==> src/rtl/text_overlay_pkg.sv <==
// Shared constants and types for the single-line text overlay that feeds the glyph ROM.
package text_overlay_pkg;

    localparam logic [7:0] SPACE_CHAR  = 8'd32;
    localparam int         CELL_W_LOG2 = 3;
    localparam int         GLYPH_W     = 5;

    typedef enum logic {
        CLEAR = 1'b0,
        IDLE  = 1'b1
    } ovl_state_t;

endpackage

==> src/rtl/text_line_buffer.sv <==
// Character line storage: one write port, one synchronous read-first read port.
// The read port returns a space whenever it is not enabled, so off-region pixels never index the ROM.
module text_line_buffer
    import text_overlay_pkg::*;
#(
    parameter int MAX_CHARS = 16,
    parameter int ADDR_W    = $clog2(MAX_CHARS)
) (
    input  logic              clk,
    input  logic              rst,
    input  logic              we,
    input  logic [ADDR_W-1:0] waddr,
    input  logic [7:0]        wdata,
    input  logic              rd_en,
    input  logic [ADDR_W-1:0] raddr,
    output logic [7:0]        rdata
);

    logic [7:0] mem_r [MAX_CHARS];
    logic [7:0] rdata_r;

    // Storage write port; contents are not reset, the control FSM sweeps them on reset.
    always_ff @(posedge clk) begin
        if (we) begin
            mem_r[waddr] <= wdata;
        end
    end

    // Registered read port, read-first against a same-cycle write to the same cell.
    always_ff @(posedge clk) begin
        if (rst) begin
            rdata_r <= SPACE_CHAR;
        end else if (rd_en) begin
            rdata_r <= mem_r[raddr];
        end else begin
            rdata_r <= SPACE_CHAR;
        end
    end

    assign rdata = rdata_r;

endmodule

==> src/rtl/text_line_overlay.sv <==
// Single-line text overlay: maps the VGA pixel stream onto glyph ROM coordinates and
// qualifies the ROM pixel back into a registered overlay pixel, two cycles behind hc/vc.
module text_line_overlay
    import text_overlay_pkg::*;
#(
    parameter int MAX_CHARS  = 16,
    parameter int X0         = 0,
    parameter int Y0         = 0,
    parameter int SCALE_LOG2 = 0,
    parameter int COORD_W    = 11
) (
    input  logic                         clk,
    input  logic                         rst,
    input  logic                         wr_valid,
    output logic                         wr_ready,
    input  logic [$clog2(MAX_CHARS)-1:0] wr_addr,
    input  logic [7:0]                   wr_char,
    input  logic                         clear,
    input  logic [COORD_W-1:0]           hc,
    input  logic [COORD_W-1:0]           vc,
    input  logic                         video_on,
    output logic [7:0]                   char_select,
    output logic [2:0]                   coor_x,
    output logic [2:0]                   coor_y,
    input  logic                         font_pixel,
    output logic                         pixel_out
);

    localparam int ADDR_W = $clog2(MAX_CHARS);
    localparam int X_SPAN = (MAX_CHARS << CELL_W_LOG2) << SCALE_LOG2;
    localparam int Y_SPAN = (1 << CELL_W_LOG2) << SCALE_LOG2;

    typedef logic [ADDR_W-1:0]  addr_t;
    typedef logic [COORD_W-1:0] coord_t;
    typedef logic [COORD_W:0]   coord_ext_t;

    // One spare bit keeps the right/bottom bounds from wrapping at the top of the coordinate range.
    localparam coord_ext_t X_LO = coord_ext_t'(X0);
    localparam coord_ext_t X_HI = coord_ext_t'(X0 + X_SPAN);
    localparam coord_ext_t Y_LO = coord_ext_t'(Y0);
    localparam coord_ext_t Y_HI = coord_ext_t'(Y0 + Y_SPAN);
    localparam addr_t      LAST_CELL = addr_t'(MAX_CHARS - 1);

    ovl_state_t state_r;
    addr_t      sweep_r;
    logic       wr_ready_r;

    coord_t     hc_r;
    coord_t     vc_r;
    logic       video_on_r;

    coord_t     rx_s;
    coord_t     ry_s;
    coord_t     fu_x_s;
    addr_t      idx_s;
    logic [2:0] coor_x_s;
    logic [2:0] coor_y_s;
    logic       in_region_s;
    logic       gap_s;

    logic [2:0] coor_x_r;
    logic [2:0] coor_y_r;
    logic       in_region_r;
    logic       gap_r;
    logic       pixel_r;

    logic       buf_we_s;
    addr_t      buf_waddr_s;
    logic [7:0] buf_wdata_s;
    logic [7:0] buf_rdata_s;

    // Control FSM: reset and clear sweep every cell to space before accepting writes.
    always_ff @(posedge clk) begin
        if (rst) begin
            state_r    <= CLEAR;
            sweep_r    <= '0;
            wr_ready_r <= 1'b0;
        end else begin
            case (state_r)
                CLEAR: begin
                    sweep_r <= sweep_r + addr_t'(1'b1);
                    if (sweep_r == LAST_CELL) begin
                        state_r    <= IDLE;
                        wr_ready_r <= 1'b1;
                    end else begin
                        state_r    <= CLEAR;
                        wr_ready_r <= 1'b0;
                    end
                end
                IDLE: begin
                    if (clear) begin
                        state_r    <= CLEAR;
                        sweep_r    <= '0;
                        wr_ready_r <= 1'b0;
                    end else begin
                        state_r    <= IDLE;
                        wr_ready_r <= 1'b1;
                    end
                end
                default: begin
                    state_r    <= CLEAR;
                    sweep_r    <= '0;
                    wr_ready_r <= 1'b0;
                end
            endcase
        end
    end

    // Buffer write source: sweep during CLEAR, host writes in IDLE.
    always_comb begin
        buf_we_s    = 1'b0;
        buf_waddr_s = '0;
        buf_wdata_s = SPACE_CHAR;
        case (state_r)
            CLEAR: begin
                buf_we_s    = 1'b1;
                buf_waddr_s = sweep_r;
                buf_wdata_s = SPACE_CHAR;
            end
            IDLE: begin
                buf_we_s    = wr_valid;
                buf_waddr_s = wr_addr;
                buf_wdata_s = wr_char;
            end
            default: begin
                buf_we_s    = 1'b0;
                buf_waddr_s = '0;
                buf_wdata_s = SPACE_CHAR;
            end
        endcase
    end

    // Stage 0: sample the incoming pixel coordinate.
    always_ff @(posedge clk) begin
        if (rst) begin
            hc_r       <= '0;
            vc_r       <= '0;
            video_on_r <= 1'b0;
        end else begin
            hc_r       <= hc;
            vc_r       <= vc;
            video_on_r <= video_on;
        end
    end

    // Region test and font-unit position of the sampled pixel.
    always_comb begin
        rx_s     = hc_r - coord_t'(X0);
        ry_s     = vc_r - coord_t'(Y0);
        fu_x_s   = rx_s >> SCALE_LOG2;
        idx_s    = addr_t'(fu_x_s >> CELL_W_LOG2);
        coor_x_s = 3'(fu_x_s);
        coor_y_s = 3'(ry_s >> SCALE_LOG2);
        gap_s    = (coor_x_s >= 3'(GLYPH_W));
        if (video_on_r
            && ({1'b0, hc_r} >= X_LO) && ({1'b0, hc_r} < X_HI)
            && ({1'b0, vc_r} >= Y_LO) && ({1'b0, vc_r} < Y_HI)) begin
            in_region_s = 1'b1;
        end else begin
            in_region_s = 1'b0;
        end
    end

    // Stage 1: ROM coordinates and qualifiers, forced to column/row 0 outside the text region.
    always_ff @(posedge clk) begin
        if (rst) begin
            coor_x_r    <= 3'd0;
            coor_y_r    <= 3'd0;
            in_region_r <= 1'b0;
            gap_r       <= 1'b0;
        end else if (in_region_s) begin
            coor_x_r    <= coor_x_s;
            coor_y_r    <= coor_y_s;
            in_region_r <= 1'b1;
            gap_r       <= gap_s;
        end else begin
            coor_x_r    <= 3'd0;
            coor_y_r    <= 3'd0;
            in_region_r <= 1'b0;
            gap_r       <= 1'b0;
        end
    end

    text_line_buffer #(
        .MAX_CHARS (MAX_CHARS),
        .ADDR_W    (ADDR_W)
    ) u_buffer (
        .clk   (clk),
        .rst   (rst),
        .we    (buf_we_s),
        .waddr (buf_waddr_s),
        .wdata (buf_wdata_s),
        .rd_en (in_region_s),
        .raddr (idx_s),
        .rdata (buf_rdata_s)
    );

    // Stage 2: the ROM bit is shown only for glyph columns of non-space cells; space is not in the ROM.
    always_ff @(posedge clk) begin
        if (rst) begin
            pixel_r <= 1'b0;
        end else begin
            pixel_r <= font_pixel && in_region_r && !gap_r && (buf_rdata_s != SPACE_CHAR);
        end
    end

    assign wr_ready    = wr_ready_r;
    assign char_select = buf_rdata_s;
    assign coor_x      = coor_x_r;
    assign coor_y      = coor_y_r;
    assign pixel_out   = pixel_r;

endmodule

==> config.mk <==
export PLATFORM = sky130hd
export DESIGN_NAME = text_line_overlay
export DESIGN_NICKNAME = d
export VERILOG_FILES = /design/src/rtl/text_overlay_pkg.sv /design/src/rtl/text_line_buffer.sv /design/src/rtl/text_line_overlay.sv
export SDC_FILE = /design/constraint.sdc
export NUM_CORES = 1
export LEC_CHECK = 0
export ABC_AREA = 0
export BUFFER_PORTS_ARGS = -buffer_cell sky130_fd_sc_hd__buf_2
export CAP_MARGIN = 40
export CORE_ASPECT_RATIO = 1.4
export CORE_MARGIN = 2
export CORE_UTILIZATION = 45
export DETAILED_ROUTE_END_ITERATION = 10
export MAX_ROUTING_LAYER = met4
export PLACE_DENSITY = 0.68
export REMOVE_ABC_BUFFERS = 1
export SLEW_MARGIN = 0
export SYNTH_ARGS = -nofsm -noshare
export SYNTH_HDL_FRONTEND = slang
export SYNTH_SLANG_ARGS = --single-unit
==> constraint.sdc <==
create_clock -name clk -period 3.3 [get_ports clk]
set_input_delay 0.66 -clock clk [delete_from_list [all_inputs] [get_ports clk]]
set_output_delay 0.66 -clock clk [all_outputs]
set_load 0.01 [all_outputs]
; ---- Word level (Yosys, flattened, before mapping)
; Memories as Yosys holds them, arrays and structs flattened. A register that Yosys moved wholly into a read port is not among the register bits.
; Index checks and enable logic that the tools add are counted.
[classes]
eq_ne = 3
bitwise = 2
reduce_logical = 7
add_sub_neg = 1
n_mux = 12
order_cmp = 3
[op_table]
columns = operator, n
row1 = case mux 4 bit (2 select lines), 2
row2 = case mux 8 bit (2 select lines), 1
row3 = "less-than comparator 11 x 4 -> 1 bit, second input constant", 1
row4 = "less-than comparator 11 x 8 -> 1 bit, second input constant", 1
row5 = "inequality test 8 x 6 -> 1 bit, second input constant", 1
row6 = two-way mux 1 bit, 6
row7 = logical AND 1 bit, 5
row8 = "adder 4 x 1 -> 4 bit, second input constant", 1
row9 = "equality test 4 bit, second input constant", 1
row10 = two-way mux 4 bit, 1
row11 = case mux 1 bit (2 select lines), 2
row12 = "greater-or-equal comparator 3 bit, second input constant", 1
row13 = "inequality test 2 bit, second input constant", 1
row14 = inverter 1 bit, 2
row15 = OR reduction 2 bit, 1
row16 = logical NOT 1 bit, 1
[totals]
ff_bits = 37
memories = 1
out_inout_bits = 16
elab_cells = 39
mem_bits_rw = 128
input_bits = 40
[memory_table]
columns = memory, depth, word_bits, read_ports, rd_ports_with_merged_regs, write_ports, line_no
row1 = u_buffer.mem_r, 16, 8, 1, 1, 1, text_line_buffer.sv:19  ; logic [7:0] mem_r [MAX_CHARS];

; ---- Logic depth before layout (Yosys ltp)
[depth]
depth_word = 6
depth_mapped = 5
mapped_depth_nobuf = 4

; ---- By module
; Synthesis repeated with hierarchy kept, for this count alone.
[hier_totals]
cells_unflattened = 369
area_unflattened_um2 = 6507.5
[by_module_without_submodules]
columns = module, area_each_um2, cells_each, n_inst, seq_area_each_um2
row1 = text_line_buffer, 5211.2, 250, 1, 4003.8
row2 = text_line_overlay, 1296.2, 119, 1, 740.7

; ---- Least setup slack after synthesis
; No wires, ideal clock.
[synth_timing]
path_type = register to register
from = register hc_r[5]
to = register u_buffer.rdata_r[5], in the netlist u_buffer.rdata[5], read port of u_buffer.mem_r
setup_time_ps = 120
t_required_ps = 3180
path_stages_with_launch = 6
setup_slack_ps = 1503
n_path_buf = 2
period_less_slack_ps = 1797
t_arrival_ps = 1677
path_cell_list = dfxtp_1 > clkbuf_1 > buf_2 > mux4_1 > mux4_2 > or2_1
[synth_via]
elab_chain_cells = 6
[synth_rtl]
columns = element, line_no
row1 = from (decl), text_line_overlay.sv:48  ; coord_t hc_r;
row2 = from (signal assigned), text_line_overlay.sv:136  ; hc_r <= '0;
row3 = from (signal assigned), text_line_overlay.sv:140  ; hc_r <= hc;
row4 = less-than comparator 11 x 8 -> 1 bit, text_line_overlay.sv:156  ; && ({1'b0, hc_r} >= X_LO) && ({1'b0, hc_r} < X_HI)
row5 = logical AND 1 bit, text_line_overlay.sv:156
row6 = logical AND 1 bit, text_line_overlay.sv:157  ; && ({1'b0, vc_r} >= Y_LO) && ({1'b0, vc_r} < Y_HI)) begin
row7 = two-way mux 1 bit, text_line_overlay.sv:155  ; if (video_on_r
row8 = inverter 1 bit (no source line), n/a
row9 = OR reduction 2 bit (no source line), n/a
row10 = to (decl), text_line_buffer.sv:20  ; logic [7:0] rdata_r;
; Several ways; a longest one is shown, not always the timed one.
; A chain may end at the register's enable or synchronous reset.

==> metrics.md <==
| Metric | Value |
|---|---|
| CTS sink cnt | `173` |
| Post-DP HPWL | `around 8600 um` |
| Max stage delay on crit path | `between 0.8 and 0.9 ns` |
| Hold WC Path Type | `flip-flop to flip-flop` |
| CP max-delay cell | `dfxtp_1` |
| Worst Path Max Fanout | `33` |
| CTS hold repair buffers | `0` |
| Num rows | `51` |
| Pre-antenna DRT Iters | `4` |
| Worst-Skew Late Latency | `~0.42 ns` |
| Layout cells sized above 1 | `0.285` |
| Power per cell area | `610 mW/mm^2` |
| Required time of the worst setup path | `roughly 3.4 ns` |
| Global routing usage on met2 | `0.305` |
| Initial Util | `0.459` |
| Die Span X | `between 100 and 150 um` |
| Delay-heaviest family, CP | `flip-flops` |
| WL final | `12,100 um` |
| Dpl ws | `about 0.95 ns` |
| NumNets Final | `about 460` |
| Clk root buf | `clkbuf_16` |
| Top area cells in the synthesized netlist | `edfxtp_1 (60%), dfxtp_1 (14%), mux4_2 (10%)` |
| Peak VDD IR | `roughly 480 uV` |
| Core region area | `about 0.014 sq mm` |
| Register area | `approximately 0.0047 sq mm` |
| RSZ-0062 raised after global routing | `false` |
| Worst slew margin relative to its limit | `0.428` |
| Port buffer count | `55` |
| Most common cell after layout, fill and taps aside | `edfxtp_1` |
| Synthesized area | `0.00636 sq mm` |
| Clock transition at the registers of the reported paths | `roughly 0.070 ns` |
| Status | `completed` |
| Post-synth top area share | `0.604` |
| Initial antenna violation count | `0` |
| Postcts setup bufs | `0` |
| Most Used Layer, Global Route | `met2` |
| Global-route wire length before repair | `about 18,000 um` |
| Max Clk Rate | `about 430 MHz` |
| Fin crit share | `0.713` |
| Final setup fails | `0` |
| Synthesis-stage register bit count | `173` |
| Fill cells | `1,088` |
| Crit-path cells | `nor2b_1, a31oi_1, nor2_1` |
| Multi-input logic area | `roughly 0.0015 sq mm` |
| Worst Setup SP | `wr_ready` |
| CP Capture Type | `flip-flop` |
| Netlist cell types | `35` |
| Final Max Slew Viols | `0` |
| Ports | `56` |
| Vias post-DR | `around 3.3k` |
| Critical path class | `flip-flop to flip-flop` |
| Reg-to-reg startpoint | `wr_ready` |
| Final WS setup | `around 0.95 ns` |
| Global-route met3 utilization | `0.0439` |
| Sum of buffers and inverters on the critical path | `0` |
| ANT nets after route | `0` |
| # DRC | `0` |
| PostCTS Resize Cnt | `0` |
| Cells after synthesis | `roughly 350` |
| Crit path DAT | `2.40 ns` |
| DIE AREA | `between 0.015 and 0.02 sq mm` |
| Setup total negative slack | `0 ns` |
| Met1 Usage GRT | `0.188` |
| Vias per cell | `approximately 5.3` |
| CTS max path bufs | `2` |
| Largest net degree at the start of global routing | `34` |
| GR Overflow Total | `0` |
| Min-delay src | `vc_r[1]` |
| Die Ht | `145 um` |
| Number of H-tree levels | `4` |
| Final count of hold timing violations | `0` |
| Worst setup SP type | `flip-flop` |
| N_diodes | `0` |
| Clk_skew | `a little under 0.009 ns` |
| Lkg Pwr | `approximately 0.0025 uW` |
| Global Route Usage Sum | `0.174` |
| Syn Area/Cell | `18.0 sq um` |
| Max cap viols | `0` |
| Minimum clock period | `2.35 ns` |
| Yosys warns | `0` |
| Number of DRC markers in iteration 0 | `between 300 and 400` |
| Most frequent cells in the layout | `edfxtp_1 (128), buf_2 (55), dfxtp_1 (44), nor2b_1 (29), mux4_2 (29)` |
| Post-synthesis sequential area ratio | `0.746` |
| GPL Wtd Cong | `0.818` |
| CTS Buf Count | `17` |
| Drt wl/cell | `approximately 20 um` |
| Number of global-route vias before repair | `roughly 3.3k` |
| Slew @ Worst Pin | `~0.86 ns` |
| CTS tree | `yes` |
| Synthesis-to-layout area growth | `16.4%` |
| Yosys top cell by area | `edfxtp_1` |
[cells in the mapped netlist]
cell and count:
nor2_1 22, nor4_1 4, a31o_2 1, nor2b_1 29
buf_2 4, nand3_1 2, ha_1 1, mux4_1 4
nand2_1 3, buf_1 1, clkbuf_1 10, edfxtp_1 128
inv_1 3, a21oi_1 13, and3b_1 1, a311oi_1 1
a211oi_1 1, nor4b_1 1, o211a_1 1, buf_6 1
nand2b_1 3, o21a_1 1, o32a_1 1, nand3b_1 1
nor3_1 2, nand4_1 2, a31oi_1 5, or2_1 1
and2_1 14, o21ai_0 1, mux4_2 29, a22oi_1 14
nor3b_1 3, dfxtp_1 45, and2b_4 1
[power breakdown]
part	total [uW]	internal [uW]	switching, uW
Clock	1940	1020	914
Combinational	192	96.4	96.0
Sequential	2390	2360	27.5
Total	4520	3480	1040
[layout make-up]
cell class	instances	share of cell area
Sequential cell	173	0.641
Multi-Input combinational cell	162	0.207
Timing Repair Buffer	58	0.0402
Clock buffer	17	0.0575
Clock inverter	15	0.0215
Tap cell	185	0.0313
Inverter	3	0.00152
[worst register-to-register path, stage by stage, from the launching register on]
cell and delay (ns):
dfxtp_1 0.88, nor2b_1 0.27, a31oi_1 0.22, nor2_1 0.61
[routing by layer]
metal  part of all wire  vias up
met5                  0        -
met4              0.028        0
met3              0.045       23
met2               0.55       99
met1               0.37     1630
li1                   -     1510
[state kept, by name (all words and copies together) (netlist names), 3 cells and up]
signal / count
vc_r: 11
u_buffer.mem_r: 128
u_buffer.rdata: 8
hc_r: 11
coor_y: 3
coor_x: 3
sweep_r: 4
[kinds of logic (layout without fill, tap and decap cells)]
logic type               Yosys count  count (layout)  share of synthesized area
flip-flops                       173             173                      0.746
AO/OA/AOI/OAI                     39              39                     0.0407
adder cells (fa/ha/maj)            1               1                    0.00197
AND/OR/NAND/NOR                   89              89                     0.0791
buffers and inverters             19              93                     0.0132
multiplexers                      33              33                      0.119
[per-stage QoR]
step | cells | area (sq um) | hold WS (ns) | total power, uW | utilization
3_5_place_dp | 581 | 6820 | 0.419 | 2630 | 0.492
5_1_grt | 613 | 7400 | 0.429 | 4670 | 0.535
4_1_cts | 613 | 7400 | 0.420 | 4550 | 0.535
2_1_floorplan | 338 | 6290 | 0.406 | 2550 | -
6_report | 613 | 7400 | 0.434 | 4520 | 0.535
3_3_place_gp | 581 | 6820 | 0.410 | 2630 | 0.492
[worst paths after layout]
check,cells past startpoint,slack (ns),endpoint
worst min register to register,1,0.43,coor_y[1]
worst max register to register,3,0.95,u_buffer.mem_r[5][3]
worst min-delay path,1,0.43,coor_y[1]
worst max-delay path,3,0.95,u_buffer.mem_r[5][3]
Power figures use the tool's default switching activity.
